$ cat src/rtl/branch_redirect_unit.sv
// branch_redirect_unit: F-stage PC register and branch/jump redirect with delay-slot handling.
module branch_redirect_unit #(
   parameter logic [31:0] RESET_PC = 32'h0000_3000,
   parameter logic [31:0] PC_STEP  = 32'd4
) (
   input  logic        clk,
   input  logic        reset,
   input  logic        stall,
   input  logic        imem_ready,
   input  logic        d_valid,
   input  logic        d_is_branch,
   input  logic        d_is_likely,
   input  logic        d_is_jump,
   input  logic        d_is_jr,
   input  logic        to_branch,
   input  logic [31:0] d_pc,
   input  logic [15:0] d_imm16,
   input  logic [25:0] d_index26,
   input  logic [31:0] d_rs_value,
   output logic [31:0] pc_f,
   output logic [31:0] npc,
   output logic        nullify_fd,
   output logic [31:0] link_pc,
   output logic        redirect_pending
);
   typedef enum logic {SEQ, WAIT_DS} state_t;
   state_t      state, state_nx;
   logic [31:0] pend_target, pend_target_nx, seq_pc, d_pc4, target;
   logic        pend_redir, pend_redir_nx, pend_null, pend_null_nx;
   logic        adv, accept, take, kill, hit;
   assign adv     = imem_ready && !stall;
   assign accept  = d_valid && !stall;
   assign take    = d_is_jr || d_is_jump || (d_is_branch && to_branch);
   assign kill    = d_is_branch && d_is_likely && !to_branch;
   assign seq_pc  = pc_f + PC_STEP;
   assign d_pc4   = d_pc + 32'd4;
   assign link_pc = d_pc + 32'd8;
   assign target  = d_is_jr   ? d_rs_value :
                    d_is_jump ? {d_pc4[31:28], d_index26, 2'b00} :
                                d_pc4 + {{14{d_imm16[15]}}, d_imm16, 2'b00};
   assign hit     = state == SEQ && accept && (take || kill);
   assign redirect_pending = state == WAIT_DS;
   always_comb begin
      state_nx       = state;
      pend_target_nx = pend_target;
      pend_redir_nx  = pend_redir;
      pend_null_nx   = pend_null;
      npc            = adv ? seq_pc : pc_f;
      nullify_fd     = 1'b0;
      if (state == WAIT_DS) begin
         if (adv) begin
            npc           = pend_redir ? pend_target : seq_pc;
            nullify_fd    = pend_null;
            pend_redir_nx = 1'b0;
            pend_null_nx  = 1'b0;
            state_nx      = SEQ;
         end
      end else if (hit) begin
         if (adv) begin
            npc        = take ? target : seq_pc;
            nullify_fd = kill;
         end else begin
            // delay slot not fetched yet: park the redirect until it is
            pend_target_nx = target;
            pend_redir_nx  = take;
            pend_null_nx   = kill;
            state_nx       = WAIT_DS;
         end
      end
   end
   always_ff @(posedge clk) begin
      if (reset) begin
         pc_f        <= RESET_PC;
         state       <= SEQ;
         pend_target <= '0;
         pend_redir  <= 1'b0;
         pend_null   <= 1'b0;
      end else begin
         pc_f        <= npc;
         state       <= state_nx;
         pend_target <= pend_target_nx;
         pend_redir  <= pend_redir_nx;
         pend_null   <= pend_null_nx;
      end
   end
endmodule

$ cat config.mk
export PLATFORM = sky130hd
export DESIGN_NAME = branch_redirect_unit
export DESIGN_NICKNAME = d
export VERILOG_FILES = /design/src/rtl/branch_redirect_unit.sv
export SDC_FILE = /design/constraint.sdc
export NUM_CORES = 1
export LEC_CHECK = 0
export BUFFER_PORTS_ARGS = -buffer_cell sky130_fd_sc_hd__buf_2
export CAP_MARGIN = 15
export CORE_ASPECT_RATIO = 1.25
export CORE_MARGIN = 5
export CORE_UTILIZATION = 49
export DETAILED_ROUTE_END_ITERATION = 7
export PLACE_DENSITY = 0.78
export SYNTH_ARGS = -nofsm -noshare
export SYNTH_HDL_FRONTEND = slang
export SYNTH_SLANG_ARGS = --single-unit
export TNS_END_PERCENT = 10
$ cat constraint.sdc
create_clock -name clk -period 5.46 [get_ports clk]
set_input_delay 1.092 -clock clk [delete_from_list [all_inputs] [get_ports clk]]
set_output_delay 1.092 -clock clk [all_outputs]
set_load 0.1 [all_outputs]
; ---- Word-level counts from Yosys, hierarchy flattened
; Index checks and enable logic that the tools add are counted.
[totals]
ff_bits = 67
input_bits = 116
out_inout_bits = 98
elab_cells = 51
[classes]
n_addsub = 4
n_eq_ne = 2
n_mux = 23
bitwise_logic = 2
n_reduce_logical = 15
[ops]
columns = operator, count
row1 = $mux 32, 9
row2 = $add 32x3->32 const B, 2
row3 = $add 32x32->32, 1
row4 = $add 32x4->32 const B, 1
row5 = $mux 1, 14
row6 = $logic_and 1x1->1, 7
row7 = $reduce_and 3->1, 2
row8 = $logic_or 1x1->1, 3
row9 = $logic_not 1->1, 2
row10 = $ne 2x1->1 const B, 1
row11 = $ne 2x2->1 const B, 1
row12 = $not 1->1, 2
row13 = $reduce_bool 2->1, 1

; ---- Depth between registers and ports, before layout
; Gate-level depths: netlist (run 1).
[logic_depth]
ltp_word = 8
mapped_depth = 18
ltp_nobuf = 18

; ---- Least setup slack after synthesis (run 1)
; OpenSTA, ideal clock, no wires.
[synth_path]
path_kind = input port to output port
start = input d_pc[3]
end = output npc[14]
t_arrival_ps = 5972
required_ps = 4368
path_slack_ps = -1604
cell_stages = 15
path_buffers = 0
cell_sequence = ha_1 nand3_1 nor2_1 and3_1 nand3_1 nor2_1 xor2_1 ha_1 nand2_1 nor3_1 a221oi_2 xor2_1 a21o_1 or3_1 a221oi_1
[synth_between]
elab_chain_len = 8
[synth_rtl]
columns = item, line_no
row1 = "start, declared", 16  ; input logic [31:0] d_pc,
row2 = $add 32x3->32, 36  ; assign d_pc4 = d_pc + 32'd4;
row3 = $add 32x32->32, 40  ; d_pc4 + {{14{d_imm16[15]}}, d_imm16, 2'b00};
row4 = $mux 32, 39  ; d_is_jump ? {d_pc4[31:28], d_index26, 2'b00} :
row5 = $mux 32, 38  ; assign target = d_is_jr ? d_rs_value :
row6 = $mux 32, 60  ; npc = take ? target : seq_pc;
row7 = $mux 32, 59  ; if (adv) begin
row8 = $mux 32, 58  ; end else if (hit) begin
row9 = $mux 32, 50  ; if (state == WAIT_DS) begin
row10 = "end, declared", 21  ; output logic [31:0] npc,
; No other way between the ends.

; ---- Worst setup path in the final report (run 1)
[layout_path]
start = input d_pc[6]
end = output npc[31]
[layout_between]
elab_chain_len = 8
[layout_rtl]
columns = item, line_no
row1 = $add 32x3->32 *, 36
row2 = $add 32x32->32, 40
row3 = $mux 32 *, 39
row4 = $mux 32 *, 38
row5 = $mux 32 *, 60
row6 = $mux 32 *, 59
row7 = $mux 32 *, 58
row8 = $mux 32 *, 50
; Every way passes the cells marked *; elsewhere a longest branch is shown, timed or not.

==> results of run 1 <==
## report_power, final
group	total [mW]	internal (mW)	switching [mW]
registers	0.547	0.515	0.0321
clock network	0.556	0.341	0.216
logic	1.23	0.432	0.797
## per-layer routing
| metal | share of wire, % | wire [µm] | GRT usage (%) |
|---|---|---|---|
| met1 | 39 | 12160 | 38.94 |
| met2 | 49 | 15400 | 54.14 |
| met3 | 7.6 | 2407 | 3.793 |
| met4 | 5.0 | 1573 | 16.20 |
| met5 | 0 | 0 | 0 |
## timing repair
action | 4_1_cts | 5_1_grt
resized for setup | 34 | 35
pin swaps | 29 | 28
setup endpoints to repair | 13 | 19
buffers inserted | 9 | 9
gates cloned | 0 | 0
## layout make-up
class,count,area (µm²)
Multi-Input combinational cell,964,6549
Antenna cell,1,2.502
Fill cell,1339,4507
Timing Repair Buffer,407,2977
Clock buffer,13,270.3
Clock inverter,2,10.01
Tap cell,216,270.3
Inverter,21,78.83
Sequential cell,67,1341
## critical path: cells and delay by family
| family | cells | cell delay [ns] |
|---|---|---|
| buf+inv | 7 | 0.98 |
| compound gates | 7 | 1.09 |
| fa+ha+maj | 1 | 0.16 |
| xor+xnor | 1 | 0.18 |
| simple gates | 7 | 1.01 |
## cells by family (layout without fill, tap and decap cells)
kind of cell | after synthesis | in the layout | synth area share [%]
compound gates | 350 | 350 | 28.78
xor+xnor | 85 | 85 | 9.410
fa+ha+maj | 37 | 37 | 5.947
buf+inv | 103 | 443 | 6.532
flops | 67 | 67 | 16.95
mux | 25 | 25 | 3.210
other cells | 0 | 1 | 0
simple gates | 467 | 467 | 29.16
## synth_stat cells, drive strengths merged (4+ instances only)
| cell type | instances |
|---|---|
| o31ai | 8 |
| a211o | 7 |
| and2 | 26 |
| buf | 18 |
| nand4 | 26 |
| mux2i | 22 |
| ha | 36 |
| a21oi | 96 |
| o21ai | 69 |
| inv | 20 |
| a31oi | 15 |
| a21o | 18 |
| xor2 | 38 |
| a211oi | 22 |
| and3 | 11 |
| xnor2 | 47 |
| o221ai | 5 |
| and4 | 5 |
| o211ai | 9 |
| or3 | 13 |
| nor4 | 11 |
| nor2 | 112 |
| nand3b | 5 |
| nor3b | 5 |
| clkbuf | 63 |
| nand2b | 7 |
| nand2 | 141 |
| nor3 | 32 |
| a221oi | 9 |
| a22oi | 12 |
| or2 | 4 |
| dfxtp | 67 |
| o21a | 15 |
| nand3 | 60 |
| a311oi | 4 |
| o22ai | 21 |
## registers in the layout, summed over array words and instances (netlist names)
signal	flops
pc_f	32
pend_null	1
pend_redir	1
pend_target	32
redirect_pending	1
## placed cells by master, fill, tap and decap left out, types with 24 or more instances in the layout
| master | n |
|---|---|
| buf_2 | 182 |
| nand3_1 | 53 |
| ha_1 | 30 |
| and2_1 | 26 |
| buf_4 | 192 |
| nand2_1 | 136 |
| dfxtp_1 | 67 |
| nand4_1 | 24 |
| o21ai_0 | 54 |
| nor2_1 | 105 |
| xnor2_1 | 44 |
| buf_12 | 28 |
| nor3_1 | 28 |
| xor2_1 | 38 |
| a21oi_1 | 83 |
## path summary, 6_finish.rpt
| kind | from | end | slack [ns] | cells after the start |
|---|---|---|---|---|
| worst min-delay path | pend_target[23] | pend_target[23] | 0.45 | 2 |
| worst min register to register | pend_target[23] | pend_target[23] | 0.45 | 2 |
| worst max register to register | pc_f[2] | pc_f[30] | 2.47 | 9 |
| worst max-delay path | d_pc[6] | npc[31] | -0.16 | 23 |
==> impl_metrics.toml, run 1 <==
[status]
outcome = "finished with violations"
violations = "negative setup slack"

[logic_synthesis]
ys_async_sr_fraction_pct = 0
synth_cell_type_count = 93
postSynthCellCount = 1134
yosys.area.top_type = "dfxtp_1"
synth_edf_count = 0
yosysTopAreaCellShare_pct = 16.95
ys_ff_latch = 67
ys_warn_count = 0
syn-num-nets = 1287
synth_area_per_cell_um2 = 6.976
synthesis.area_mm2 = 0.007911
synth-seq-area-share_pct = 16.95
synth_top_cells_by_area = "dfxtp_1, nand2_1, a21oi_1"
synth_ff_type = "dfxtp_1"

[floorplanning]
start_util_pct = 49.43
die_x_um = 123.7
die_area_mm2 = 0.01880
coreArea_mm2 = 0.01601
io_pins = 214
fp.dieH_um = 152.1
row_count = 52

[timing]
drv_slew = 0
grt_setup_unrepaired = "yes"
hold_viol_final = 0
fmax_ghz = 0.1778
holdWs_ns = 0.4527
fin_skew_ns = 0.007154
slew_headroom_pct = 51.53
setup_viol = 6
fin_setup_tns_ns = -0.3843
min_period_ns = 5.625
worst_slack_ns = -0.1646
max_slew.worst_pin.slew_ns = 0.7254
fin_crit_sh_pct = 103.0

[setup_path]
max_stage_delay_ns = 0.26
crit_chain = "buf_2 > buf_6 > nand3_4 > nor2_4 > and3_4 > nand3_4 > nor2_4 > nand4_1 > xnor2_2 > buf_4 > ha_2 > buf_4 > o21a_1 > o211ai_1 > a21oi_4 > nor3b_2 > o21a_1 > buf_4 > a21o_1 > o31ai_1 > buf_4 > o21ai_4 > buf_12"
cp_max_fo = 5
cp_slowest_cell = "o211ai_1"
startpoint_type = "input pin"
criticalPathCategory = "in2out"
cp-end-kind = "output port"
path_common_cell = "buf_4"
worstPathArrival_ns = 4.53
required_ns = 4.37

[routing]
vias = 10270
routed_wirelength_mm = 31.55
via_per_inst = 6.075
wl_per_cell_um = 18.66
drc = 0
drtPass1Iterations = 6
antenna_left = 0
drtIter0Drc = 1031

[power]
power_density_mw_per_mm2 = 202.9
ir_worst_vdd_uv = 115.1
power_leakage_nw = 4.987
p_total_mw = 2.333

[placement]
place_inst = 1657
gp_congestion = 0.9738
placed_area_mm2 = 0.01076
pre_cts_ws_ns = -0.3304
hpwl_mm = 23.87
io_buffers = 213

[cells_and_area]
drive_gt1_share_pct = 35.41
finalNonFillerCells = 1691
final_util_pct = 71.84
area_delta_synth_final_pct = 45.34
final_area_mm2 = 0.01150
nets = 1623

[global_route]
grt_first_pass_wirelength_mm = 49.13
overflow = 0
antenna_found_initial = 1
grt_max_degree = 45
grt_pass1_vias = 9981
track_usage_pct = 31.90

[clock_network]
root_buffer = "clkbuf_16"
hold_buffers = 0
cts.sinks = 67
cts.clk_slew.worst_paths_ns = 0.05
htreeDepth = 3
cts_buffers = 9
cts_buffer_depth = 2
cts_tree = "yes"
clock_latency_ns = 0.34

[min_path]
hold_path.class = "reg2reg"

[flow_run]
cap_viol_max_count = 0
Power figures use the tool's default switching activity.
==> run 2: changes to the inputs <==
PLACE_DENSITY = default   (was 0.78)
PLACE_DENSITY_LB_ADDON = 0.25   (was default)
==> impl_metrics.toml, run 2 (synthesized netlist as in run 1, its figures left out) <==
[placement]
hpwl_mm = 24.03
io_buffers = 213
pre_cts_ws_ns = -0.2850
gp_congestion = 0.9655

[flow_run]
cap_viol_max_count = 0

[floorplanning]
io_pins = 214
start_util_pct = 49.43
die_area_mm2 = 0.01880
fp.dieH_um = 152.1
coreArea_mm2 = 0.01601
row_count = 52
die_x_um = 123.7

[cells_and_area]
drive_gt1_share_pct = 36.58
reg.largest.list = "pc_f: 32 flops, pend_target: 32 flops"
nets = 1639
final_util_pct = 72.87
antenna_cells = 0
seqCellArea_mm2 = 0.001341
area_delta_synth_final_pct = 47.41
final_common_cell = "buf_4"
multiInputGateArea_mm2 = 0.006589
final_cell_mix = "buf_4, buf_2, nand2_1"
num-fill-cells = 1341

[timing]
min_period_ns = 5.522
grt_setup_unrepaired = "yes"
hold_viol_final = 0
fin_crit_sh_pct = 101.1
setup_viol = 9
slew_headroom_pct = 37.74
fin_skew_ns = 0.006512
fmax_ghz = 0.1811
drv_slew = 0
worst_slack_ns = -0.06182
max_slew.worst_pin.slew_ns = 0.9340

[global_route]
grt_first_pass_wirelength_mm = 49.47
track_usage_pct = 32.54
grt_max_degree = 45
overflow = 0
antenna_found_initial = 3
grt_pass1_vias = 9984

[setup_path]
criticalPathCategory = "in2out"
startpoint_type = "input pin"
cp-end-kind = "output port"
crit_chain = "buf_8 > ha_4 > nand3_4 > nor2_4 > and3_4 > nand3_4 > nor2_1 > xor2_1 > ha_1 > nand2_1 > inv_2 > a221oi_4 > buf_4 > xor2_1 > a21o_1 > or3_4 > a221oi_4 > buf_12"
r2r_cells = 9
required_ns = 4.37
max_stage_delay_ns = 0.35
timing.rr.start = "pc_f[2]"
cp_max_fo = 4
cp_slowest_cell = "or3_4"
reg2reg_to = "pc_f[30]"
r2r_slack_ns = 2.48
worstPathArrival_ns = 4.43

[min_path]
hp-start = "pend_target[11]"
hold_path_depth = 2
hold_path.class = "reg2reg"
min_to = "pend_target[11]"

[clock_network]
cts_buffers = 9
cts.clk_slew.worst_paths_ns = 0.05
cts_tree = "yes"
cts_buffer_depth = 2
root_buffer = "clkbuf_16"
hold_buffers = 0
cts.sinks = 67
htreeDepth = 3
clock_latency_ns = 0.34

[power]
power_leakage_nw = 5.071
ir_worst_vdd_uv = 118.8
power_density_mw_per_mm2 = 204.8

[routing]
drtIter0Drc = 1013
via_per_inst = 6.005
wl_per_cell_um = 18.71
routed_wirelength_mm = 31.91
vias = 10250
drc = 0
drtPass1Iterations = 6
antenna_left = 0

[status]
outcome = "finished with violations"
violations = "negative setup slack"
-- run 2: how the worst max path moves through the flow --
stage	from	endpoint	slack [ns]	cells past startpoint
6_report	d_pc[3]	npc[14]	-0.06	18
5_1_grt	d_pc[3]	npc[25]	-0.21	19
4_1_cts	d_pc[4]	npc[31]	-0.05	21
3_5_place_dp	d_pc[3]	npc[30]	-0.29	20
3_3_place_gp	d_pc[3]	npc[25]	-0.20	20
2_1_floorplan	d_pc[3]	npc[13]	-0.23	11
-- run 2: where the power goes --
group | total (mW) | switching, mW | internal [mW]
logic | 1.25 | 0.809 | 0.444
clock network | 0.587 | 0.212 | 0.375
registers | 0.548 | 0.0325 | 0.515
total | 2.39 | 1.05 | 1.33
-- run 2: critical path: cells and delay by family --
| family | cells | cell delay [ns] |
|---|---|---|
| AOI/OAI and AO/OA | 3 | 0.88 |
| adders and majority gates | 2 | 0.43 |
| and+or+nand+nor | 7 | 1.15 |
| buffers and inverters | 4 | 0.56 |
| xor gates and xnor gates | 2 | 0.31 |
-- run 2: metal layers --
layer	GRT usage, %	wire length [µm]
met1	39.89	12160
met2	54.81	15460
met3	4.909	2707
met4	15.51	1540
met5	0	44
-- run 2: area by class of cell --
type,count,area share [%]
clock inverter,2,0.3004
inverter,21,0.6759
tap,216,2.317
clock buffer,13,2.232
sequential,67,11.50
timing repair buffer,423,26.48
multi-input combinational,964,56.50
-- run 2: repair_timing --
| item | 4_1_cts | 5_1_grt |
|---|---|---|
| buffers inserted | 10 | 9 |
| resized for setup | 45 | 37 |
| endpoints found under the hold margin | 0 | 0 |
| pin swaps | 30 | 31 |
| endpoints found under the setup margin | 16 | 20 |
-- run 2: metrics by stage --
step                power (mW)  hold slack, ns  area, µm²  std cells  TNS [ns]
detailed placement       1.732          0.4477      10880       1673    -2.178
global route             2.481          0.4656      11660       1706    -2.078
global placement         1.717          0.4400      10880       1673    -1.062
floorplan                1.324          0.4317       8123       1134    -1.275
finish                   2.388          0.4590      11660       1706   -0.2685
CTS                      2.349          0.4551      11460       1697  -0.09546
